### config.mk
export PLATFORM = sky130hd
export DESIGN_NAME = text_render_pipe
export DESIGN_NICKNAME = d
export VERILOG_FILES = /design/src/rtl/text_render_pipe.sv
export SDC_FILE = /design/constraint.sdc
export NUM_CORES = 1
export LEC_CHECK = 0
export CORE_MARGIN = 8
export CORE_UTILIZATION = 50
export CTS_BUF_LIST = sky130_fd_sc_hd__clkbuf_8
export DETAILED_ROUTE_END_ITERATION = 8
export PLACE_DENSITY = 0.75
export SKIP_CTS_REPAIR_TIMING = 1
export SYNTH_ARGS = -nofsm -noshare
export SYNTH_HDL_FRONTEND = slang
export SYNTH_SLANG_ARGS = --single-unit
### constraint.sdc
create_clock -name clk -period 13.6 [get_ports clk]
set_clock_uncertainty 0.05 [all_clocks]
set_input_delay 2.72 -clock clk [delete_from_list [all_inputs] [get_ports clk]]
set_output_delay 2.72 -clock clk [all_outputs]
set_load 0.005 [all_outputs]
### src/rtl/text_render_pipe.sv
// Text-mode pixel pipeline: pixel address -> character cell -> VRAM -> font ROM -> 12-bit colour.
// Optional cursor blink is built when the CURSOR_BLINK_EN macro is defined.
module text_render_pipe #(
    parameter int unsigned COLS      = 70,
    parameter int unsigned ROWS      = 30,
    parameter int unsigned CHAR_W    = 9,
    parameter int unsigned CHAR_H    = 16,
    parameter int unsigned BLINK_DIV = 25000000,
    parameter logic [11:0] FG        = 12'hFFF,
    parameter logic [11:0] BG        = 12'h000
) (
    input  logic              clk,
    input  logic              reset,
    input  logic              pix_valid,
    input  logic [9:0]        h_addr,
    input  logic [9:0]        v_addr,
    input  logic              roll_step,
    input  logic              roll_clear,
    input  logic [6:0]        cursor_col,
    input  logic [4:0]        cursor_row,
    output logic [11:0]       vram_addr,
    input  logic [7:0]        vram_data,
    output logic [11:0]       font_addr,
    input  logic [CHAR_W-1:0] font_data,
    output logic [11:0]       rgb,
    output logic              rgb_valid,
    output logic [4:0]        roll_base
);

    localparam int unsigned OFFX_W = $clog2(CHAR_W);
    localparam int unsigned OFFY_W = $clog2(CHAR_H);
    localparam int unsigned AREA_W = COLS * CHAR_W;
    localparam int unsigned AREA_H = ROWS * CHAR_H;
    localparam int unsigned DEPTH  = 4;

    // Elaboration-time guard on the geometry the address path can hold
    if (COLS * ROWS > 4096 || BLINK_DIV < 1) begin : g_param_check
        $error("text_render_pipe: COLS*ROWS must be <= 4096 and BLINK_DIV >= 1");
    end

    logic              w_frame_start;
    logic [4:0]        w_base;
    logic [9:0]        w_col;
    logic [9:0]        w_row;
    logic [9:0]        w_phys;
    logic [9:0]        w_phys_adj;
    logic [OFFX_W-1:0] w_offx;
    logic [OFFY_W-1:0] w_offy;
    logic              w_in_area;
    logic              w_cursor_hit;
    logic [11:0]       w_vram_addr;
    logic              w_cursor_inv;
    logic              w_pix;
    logic [11:0]       w_rgb;

    logic [4:0]        r_pending;
    logic              r_valid   [1:DEPTH];
    logic [OFFX_W-1:0] r_offx    [1:DEPTH];
    logic              r_in_area [1:DEPTH];
    logic              r_cur     [1:DEPTH];
    logic [OFFY_W-1:0] r_offy1;
    logic [OFFY_W-1:0] r_offy2;

    // S1 address decode; the first pixel of a frame already uses the newly latched roll
    always_comb begin
        w_frame_start = pix_valid && (h_addr == 10'd0) && (v_addr == 10'd0);
        w_base        = w_frame_start ? r_pending : roll_base;
        w_col         = h_addr / 10'(CHAR_W);
        w_offx        = OFFX_W'(h_addr % 10'(CHAR_W));
        w_row         = v_addr / 10'(CHAR_H);
        w_offy        = OFFY_W'(v_addr % 10'(CHAR_H));
        w_in_area     = (32'(h_addr) < AREA_W) && (32'(v_addr) < AREA_H);
        w_cursor_hit  = (w_col == 10'(cursor_col)) && (w_row == 10'(cursor_row));
        w_phys        = w_row + 10'(w_base);
        w_phys_adj    = (w_phys >= 10'(ROWS)) ? (w_phys - 10'(ROWS)) : w_phys;
        w_vram_addr   = 12'(32'(w_phys_adj) * COLS + 32'(w_col));
    end

`ifdef CURSOR_BLINK_EN
    logic [24:0] r_blink_cnt;
    logic        r_blink_phase;

    always_ff @(posedge clk) begin
        if (reset) begin
            r_blink_cnt   <= 25'd0;
            r_blink_phase <= 1'b1;
        end else if (r_blink_cnt == 25'(BLINK_DIV - 1)) begin
            r_blink_cnt   <= 25'd0;
            r_blink_phase <= ~r_blink_phase;
        end else begin
            r_blink_cnt   <= r_blink_cnt + 25'd1;
        end
    end

    assign w_cursor_inv = r_cur[DEPTH] && r_blink_phase;
`else
    assign w_cursor_inv = r_cur[DEPTH];
`endif

    // S5 colour select
    always_comb begin
        w_pix = font_data[r_offx[DEPTH]] ^ w_cursor_inv;
        w_rgb = BG;
        if (r_valid[DEPTH] && r_in_area[DEPTH]) begin
            w_rgb = w_pix ? FG : BG;
        end
    end

    always_ff @(posedge clk) begin
        if (reset) begin
            for (int i = 1; i <= int'(DEPTH); i++) begin
                r_valid[i]   <= 1'b0;
                r_offx[i]    <= '0;
                r_in_area[i] <= 1'b0;
                r_cur[i]     <= 1'b0;
            end
            r_offy1   <= '0;
            r_offy2   <= '0;
            vram_addr <= 12'd0;
            font_addr <= 12'd0;
            rgb       <= BG;
            rgb_valid <= 1'b0;
        end else begin
            r_valid[1]   <= pix_valid;
            r_offx[1]    <= w_offx;
            r_in_area[1] <= w_in_area;
            r_cur[1]     <= w_cursor_hit;
            for (int i = 2; i <= int'(DEPTH); i++) begin
                r_valid[i]   <= r_valid[i-1];
                r_offx[i]    <= r_offx[i-1];
                r_in_area[i] <= r_in_area[i-1];
                r_cur[i]     <= r_cur[i-1];
            end
            r_offy1   <= w_offy;
            r_offy2   <= r_offy1;
            vram_addr <= w_vram_addr;
            font_addr <= 12'({vram_data, r_offy2});
            rgb       <= w_rgb;
            rgb_valid <= r_valid[DEPTH];
        end
    end

    // Pending roll accumulates freely; it only reaches the display at frame start
    always_ff @(posedge clk) begin
        if (reset) begin
            r_pending <= 5'd0;
            roll_base <= 5'd0;
        end else begin
            if (roll_clear) begin
                r_pending <= 5'd0;
            end else if (roll_step) begin
                r_pending <= (r_pending == 5'(ROWS - 1)) ? 5'd0 : (r_pending + 5'd1);
            end
            if (w_frame_start) begin
                roll_base <= r_pending;
            end
        end
    end

endmodule

==> impl_results.md, run 1 <==
- Outcome: finished, final reports clean
- Final Critical Period: 9.65 ns
- Top cells by area, synth: dfxtp_1, ha_1, nor2b_1, xnor2_1, inv_1
- Final core occ: 0.627
- Yosys top cell by area: dfxtp_1
- Dpl hpwl: 9290 um
- Drt first-iter violations: 213
- Post-DP Area: 5930 sq um
- Crit path DAT: approximately 9.8 ns
- Fin crit share: 0.710
- Critical path's slowest cell: clkdlybuf4s50_1
- Largest family of logic cells by synthesized area: simple AND/OR/NAND/NOR gates
- TNS Setup: 0 ns
- Part of the Yosys area used for sequential elements: 0.288
- Ys async rst share: 0
- Max-cap violations: 0
- Avg WL per Cell: 15.0 um
- CTS tree: yes
- Post-Synth Simple-Gate Area: 0.212
- First-pass GRT wire length: 19700 um
- Initial antenna violation count: 0
- Final ANT Viol Nets: 0
- RSZ-0062 raised after global routing: no
- Clock Latency Late Sink: 0.34 ns
- Number of synthesized flops with an enable pin: 0
- Clock transition at path regs: about 0.08 ns
- DRT Pass-1 Iters: 5
- CP Launch Type: input port
- Worst hold-check path type: reg -> reg
- Clk sinks: 72
- Total track usage: 0.180
- Ports: 96
- Routed Wire Length: 11900 um
- Proportion of layout cells with a drive suffix above 1: 0.0668
- Cell area after layout: slightly above 6000 sq um
- Main synth FF type: dfxtp_1
- Die span in y: 116 um
- CTS Buf Count: 9
- #FFs+latches synth: 72
- Drt drc: 0
- Worst-Margin Slew: 0.821 ns
- Number of instances in the placed design: 776
- Nature of the critical path endpoint: register
- Final hold vios: 0
- Via count: ~4300
- Layout Nets: 754
- Die W: 116 um
- Synth cell types: 80
- Die ar.: 13500 sq um
- Mean Syn Cell Area: 8.64 sq um
- Ant diodes: 0
- CP Class: in -> reg
- PwrDens: approximately 110 nW/um^2
- Crit-path max cell delay: 0.77 ns
- Worst-case clock buffer depth: 2
- Root buf cell: clkbuf_8
- Grt ovf: 0
- Core Rows: 36
- Port Buffers: 95
- Largest net degree at the start of global routing: 70
- Synth Area in Compound Gates: 0.185
- RePlAce Congestion: 0.895
- Lkg Pwr: 2.53 nW
- Yosys top cell area share: 0.288
- Area of the mapped netlist: 5000 sq um
- Setup-failing EPs final: 0
- Max Slew Vio Count: 0
- Adder-Cell Fraction of Synth Area: 0.128
- Syn. warnings: 0
- Critical path peak fanout: 21
- Initial core utilization: 0.514
- Non-Filler Instances: 792
- Max VDD drop: 0.105 mV
- Slew headroom: 0.452
- Htree depth: 3
- Vias in the first global route: about 4200
- Mux cell area share after synthesis: 0.0348
- Gate Count Post-Synth: around 580
- Synthesis-to-finish area growth: 22.0%
- Highest clock rate: between 100 and 150 MHz
- Synth Area in XOR/XNOR: 0.0735
- Worst endpoint required time: ~14 ns
- Mapped Nets: 679
- Vias/cell: roughly 5.4
- CORE AREA: 9730 sq um
## placed cells by master, fill, tap and decap left out, types with 5 or more instances in the layout
master / instances
a21o_1: 13
a21oi_1: 28
and2_1: 5
clkbuf_8: 9
clkdlybuf4s50_1: 94
dfxtp_1: 72
fa_1: 6
ha_1: 40
inv_1: 48
mux2_2: 6
mux2i_1: 5
nand2_1: 22
nand2b_1: 6
nand3_1: 12
nand3b_1: 5
nand4_1: 5
nor2_1: 34
nor2b_1: 60
nor3_1: 11
o211ai_1: 6
o21ai_0: 19
o21bai_1: 8
o22ai_1: 5
xnor2_1: 29
xor2_1: 13
## through the flow
step / total power [mW] / setup WS, ns / hold slack [ns]
after floorplan: 0.424 / 4.92 / 0.364
after global placement: 0.500 / 3.96 / 0.365
after detailed placement: 0.505 / 3.61 / 0.372
after CTS: 0.657 / 3.96 / 0.391
after global routing: 0.699 / 3.14 / 0.404
final: 0.651 / 3.95 / 0.388
## synthesized netlist by cell type (all sizes together) (4+ instances only)
master and instances:
nand4 5, nand3 12, nand3b 5, buf 23
xnor2 29, ha 40, and3 4, o211ai 7
nand4b 4, nor3 11, and2 7, inv 50
nor2 34, nor3b 5, o21bai 8, nor2b 60
o21ai 21, nor4 4, a211oi 4, a31oi 4
o22ai 5, a21o 13, nand2b 7, fa 6
a21oi 29, mux2 7, clkbuf 11, mux2i 5
dfxtp 72, xor2 13, nand2 22
## final timing paths
check,start,endpoint,slack (ns),cells past startpoint
min,r_valid[0][3],r_valid[0][4],0.39,1
max reg2reg,r_pending[1],vram_addr[11],7.82,26
min reg2reg,r_valid[0][3],r_valid[0][4],0.39,1
max,h_addr[9],vram_addr[11],3.95,30
## registers in the layout, indices dropped and copies added, names as in the netlist, 5 cells and up
register and flops:
vram_addr 12, font_addr 12, r_pending 5, roll_base 5, r_offx 16
## critical path: cells and delay by family
family,cells,cell delay [ns]
adders and majority gates,5,1.77
and+or+nand+nor,7,1.46
buffers and inverters,4,0.96
AOI/OAI and AO/OA,9,1.69
xor gates and xnor gates,4,0.80
muxes,1,0.39
## where the power goes
group	switching, mW	internal, mW	total, mW
Clock	0.0818	0.0664	0.148
Combinational	0.132	0.130	0.262
Sequential	0.00637	0.235	0.241
## per-layer routing
metal,share of wire,vias up,track usage
li1,-,2158,-
met1,0.44,1963,0.212
met2,0.48,135,0.315
met3,0.066,16,0.0406
met4,0.014,0,0.0570
met5,0,-,0
## cell type report
type / count / area, sq um
sequential: 72 / 1440
multi-input combinational: 423 / 3170
clock buffer: 9 / 124
tap: 133 / 166
clock inverter: 7 / 47.5
inverter: 50 / 188
timing repair buffer: 98 / 968
fill: 843 / 3620
## cells by family after synthesis
family,count (synthesis)
simple gates,189
compound gates,130
buf+inv,84
flops,72
fa+ha+maj,48
xor+xnor,42
mux,14
No activity file was read; power rests on OpenSTA's default activity.
==> run 2: changes to the inputs <==
==> constraint.sdc (replaced) <==
create_clock -name clk -period 9.25 [get_ports clk]
set_clock_uncertainty 0.05 [all_clocks]
set_input_delay 1.85 -clock clk [delete_from_list [all_inputs] [get_ports clk]]
set_output_delay 1.85 -clock clk [all_outputs]
set_load 0.005 [all_outputs]
==> run 2 against run 1 <==
Clock power grew 84%. Critical path type unchanged. Largest cell class unchanged. First-iteration DRC count fell by 29%. Combinational power up 50%. Critical endpoint unchanged. Via count is 1.7% higher.
==> impl_results.md, run 2 (synthesized netlist as in run 1, its figures left out) <==
- Outcome: finished, final reports clean
- Top flop regs: r_offx: 16 flops, font_addr: 12 flops, vram_addr: 12 flops
- Commonest non-fill, non-tap cell in the layout: clkdlybuf4s50_1
- CP Class: in -> reg
- Initial antenna violation count: 0
- Endpoint of the worst-slack reg-to-reg timing path: vram_addr[11]
- R2r startpoint: r_pending[1]
- CTS Buf Count: 9
- CTS tree: yes
- Slew headroom: 0.427
- Worst endpoint required time: between 9 and 10 ns
- Clk network pwr share: 0.267
- Largest register FFs: 16
- Final core occ: 0.638
- Die span in y: 116 um
- Critical path's slowest cell: clkdlybuf4s50_1
- Most flop-heavy register: r_offx
- Port Buffers: between 90 and 100
- Switching part of the total power: 0.323
- Crit-path max cell delay: approximately 0.55 ns
- Total track usage: 0.190
- Critical path peak fanout: 6
- Highest clock rate: around 120 MHz
- Die ar.: approximately 13000 sq um
- Die W: 116 um
- Grt ovf: 0
- Nature of the critical path endpoint: register
- Vias in the first global route: 4360
- Tot Pwr: roughly 1.0 mW
- Final Critical Period: 8.51 ns
- RePlAce Congestion: 0.897
- Crit path from: h_addr[0]
- Root buf cell: clkbuf_8
- Largest net degree at the start of global routing: 70
- CP endpoint: vram_addr[11]
- Area of the multi-input gates: between 3000 and 4000 sq um
- Drt drc: 0
- Clock Latency Late Sink: 0.35 ns
- Routed Wire Length: about 13000 um
- Crit path DAT: 8.67 ns
- Seq pwr share: 0.347
- Initial core utilization: 0.514
- Dpl hpwl: ~9800 um
- Via count: between 4000 and 5000
- Psw: approximately 0.33 mW
- Worst-Margin Slew: about 0.86 ns
- Max VDD drop: 0.140 mV
- DRT Pass-1 Iters: 5
- CP Launch Type: input port
- Worst-case clock buffer depth: 2
- Combinational share of power: 0.386
- Ports: 96
- Final hold vios: 0
- Register area: between 1000 and 1500 sq um
- Fin crit share: 0.920
- Ant diodes: 0
- Fill cells: 865
- Worst hold margin: ~0.38 ns
- Setup-failing EPs final: 0
- Htree depth: 3
- Proportion of layout cells with a drive suffix above 1: 0.0781
- Clock transition at path regs: 0.08 ns
- R2R setup slack: 3.46 ns
- Vias/cell: 5.44
- Max Slew Vio Count: 0
- Place WS: 0.193 ns
- R2R depth: 26
- Clk sinks: 72
- Worst hold-check path type: reg -> reg
- Internal power: 0.692 mW
- Core Rows: 36
- Avg WL per Cell: around 16 um
- Drt first-iter violations: around 150
- Layout Nets: 761
- First-pass GRT wire length: roughly 21000 um
- Most frequent cells in the layout: clkdlybuf4s50_1, dfxtp_1, nor2b_1
- CORE AREA: 9730 sq um
- RSZ-0062 raised after global routing: no
- Final ANT Viol Nets: 0
- Setup WS post-layout: 0.737 ns
- TNS Setup: 0 ns
- Lkg Pwr: 2.58 nW
- PwrDens: 165 nW/um^2
- Max-cap violations: 0
- Synthesis-to-finish area growth: 24.1%
## run 2: area by class of cell
class                           instances  share of cell area
Multi-Input combinational cell        423               0.511
Sequential cell                        72               0.232
Timing Repair Buffer                  105               0.164
Inverter                               50              0.0302
Tap cell                              133              0.0268
Clock buffer                            9              0.0199
Clock inverter                          7              0.0151
## run 2: routing by layer
layer,track usage,part of all wire,vias up
met1,0.221,0.42,2004
met2,0.333,0.49,143
met3,0.0391,0.064,26
met4,0.0769,0.024,0
li1,-,-,2171
met5,0,0,-
## run 2: worst max-delay path: cells and delay by family
kind                       cells  cell delay, ns
muxes                          1            0.39
and+or+nand+nor                7            1.42
AOI/OAI and AO/OA              9            1.70
xor gates and xnor gates       4            0.81
buffers and inverters          4            0.74
adders and majority gates      5            1.76
## run 2: per-stage QoR
stage | instance area, sq um | instances
floorplan | 5000 | 579
global placement | 5990 | 783
detailed placement | 5990 | 783
CTS | 6200 | 799
global route | 6210 | 799
finish | 6210 | 799
## run 2: worst min path at each step
| stage | slack, ns | cells after the start | start | endpoint |
|---|---|---|---|---|
| 6_report | 0.38 | 1 | r_offx[0][5] | r_offx[0][9] |
| 3_5_place_dp | 0.37 | 1 | r_offx[0][12] | r_offx[0][16] |
| 4_1_cts | 0.38 | 1 | r_offx[0][5] | r_offx[0][9] |
| 3_3_place_gp | 0.37 | 1 | r_offy2[3] | font_addr[3] |
| 5_1_grt | 0.40 | 1 | r_offx[0][5] | r_offx[0][9] |
| 2_1_floorplan | 0.36 | 1 | r_offy2[0] | font_addr[0] |
## run 2: power groups by stage
stage	logic, mW	clock network [mW]	registers [mW]
after global placement	0.379	0	0.360
after detailed placement	0.388	0	0.362
after floorplan	0.261	0	0.363
after global routing	0.436	0.295	0.359
after CTS	0.394	0.280	0.355
final	0.394	0.273	0.355
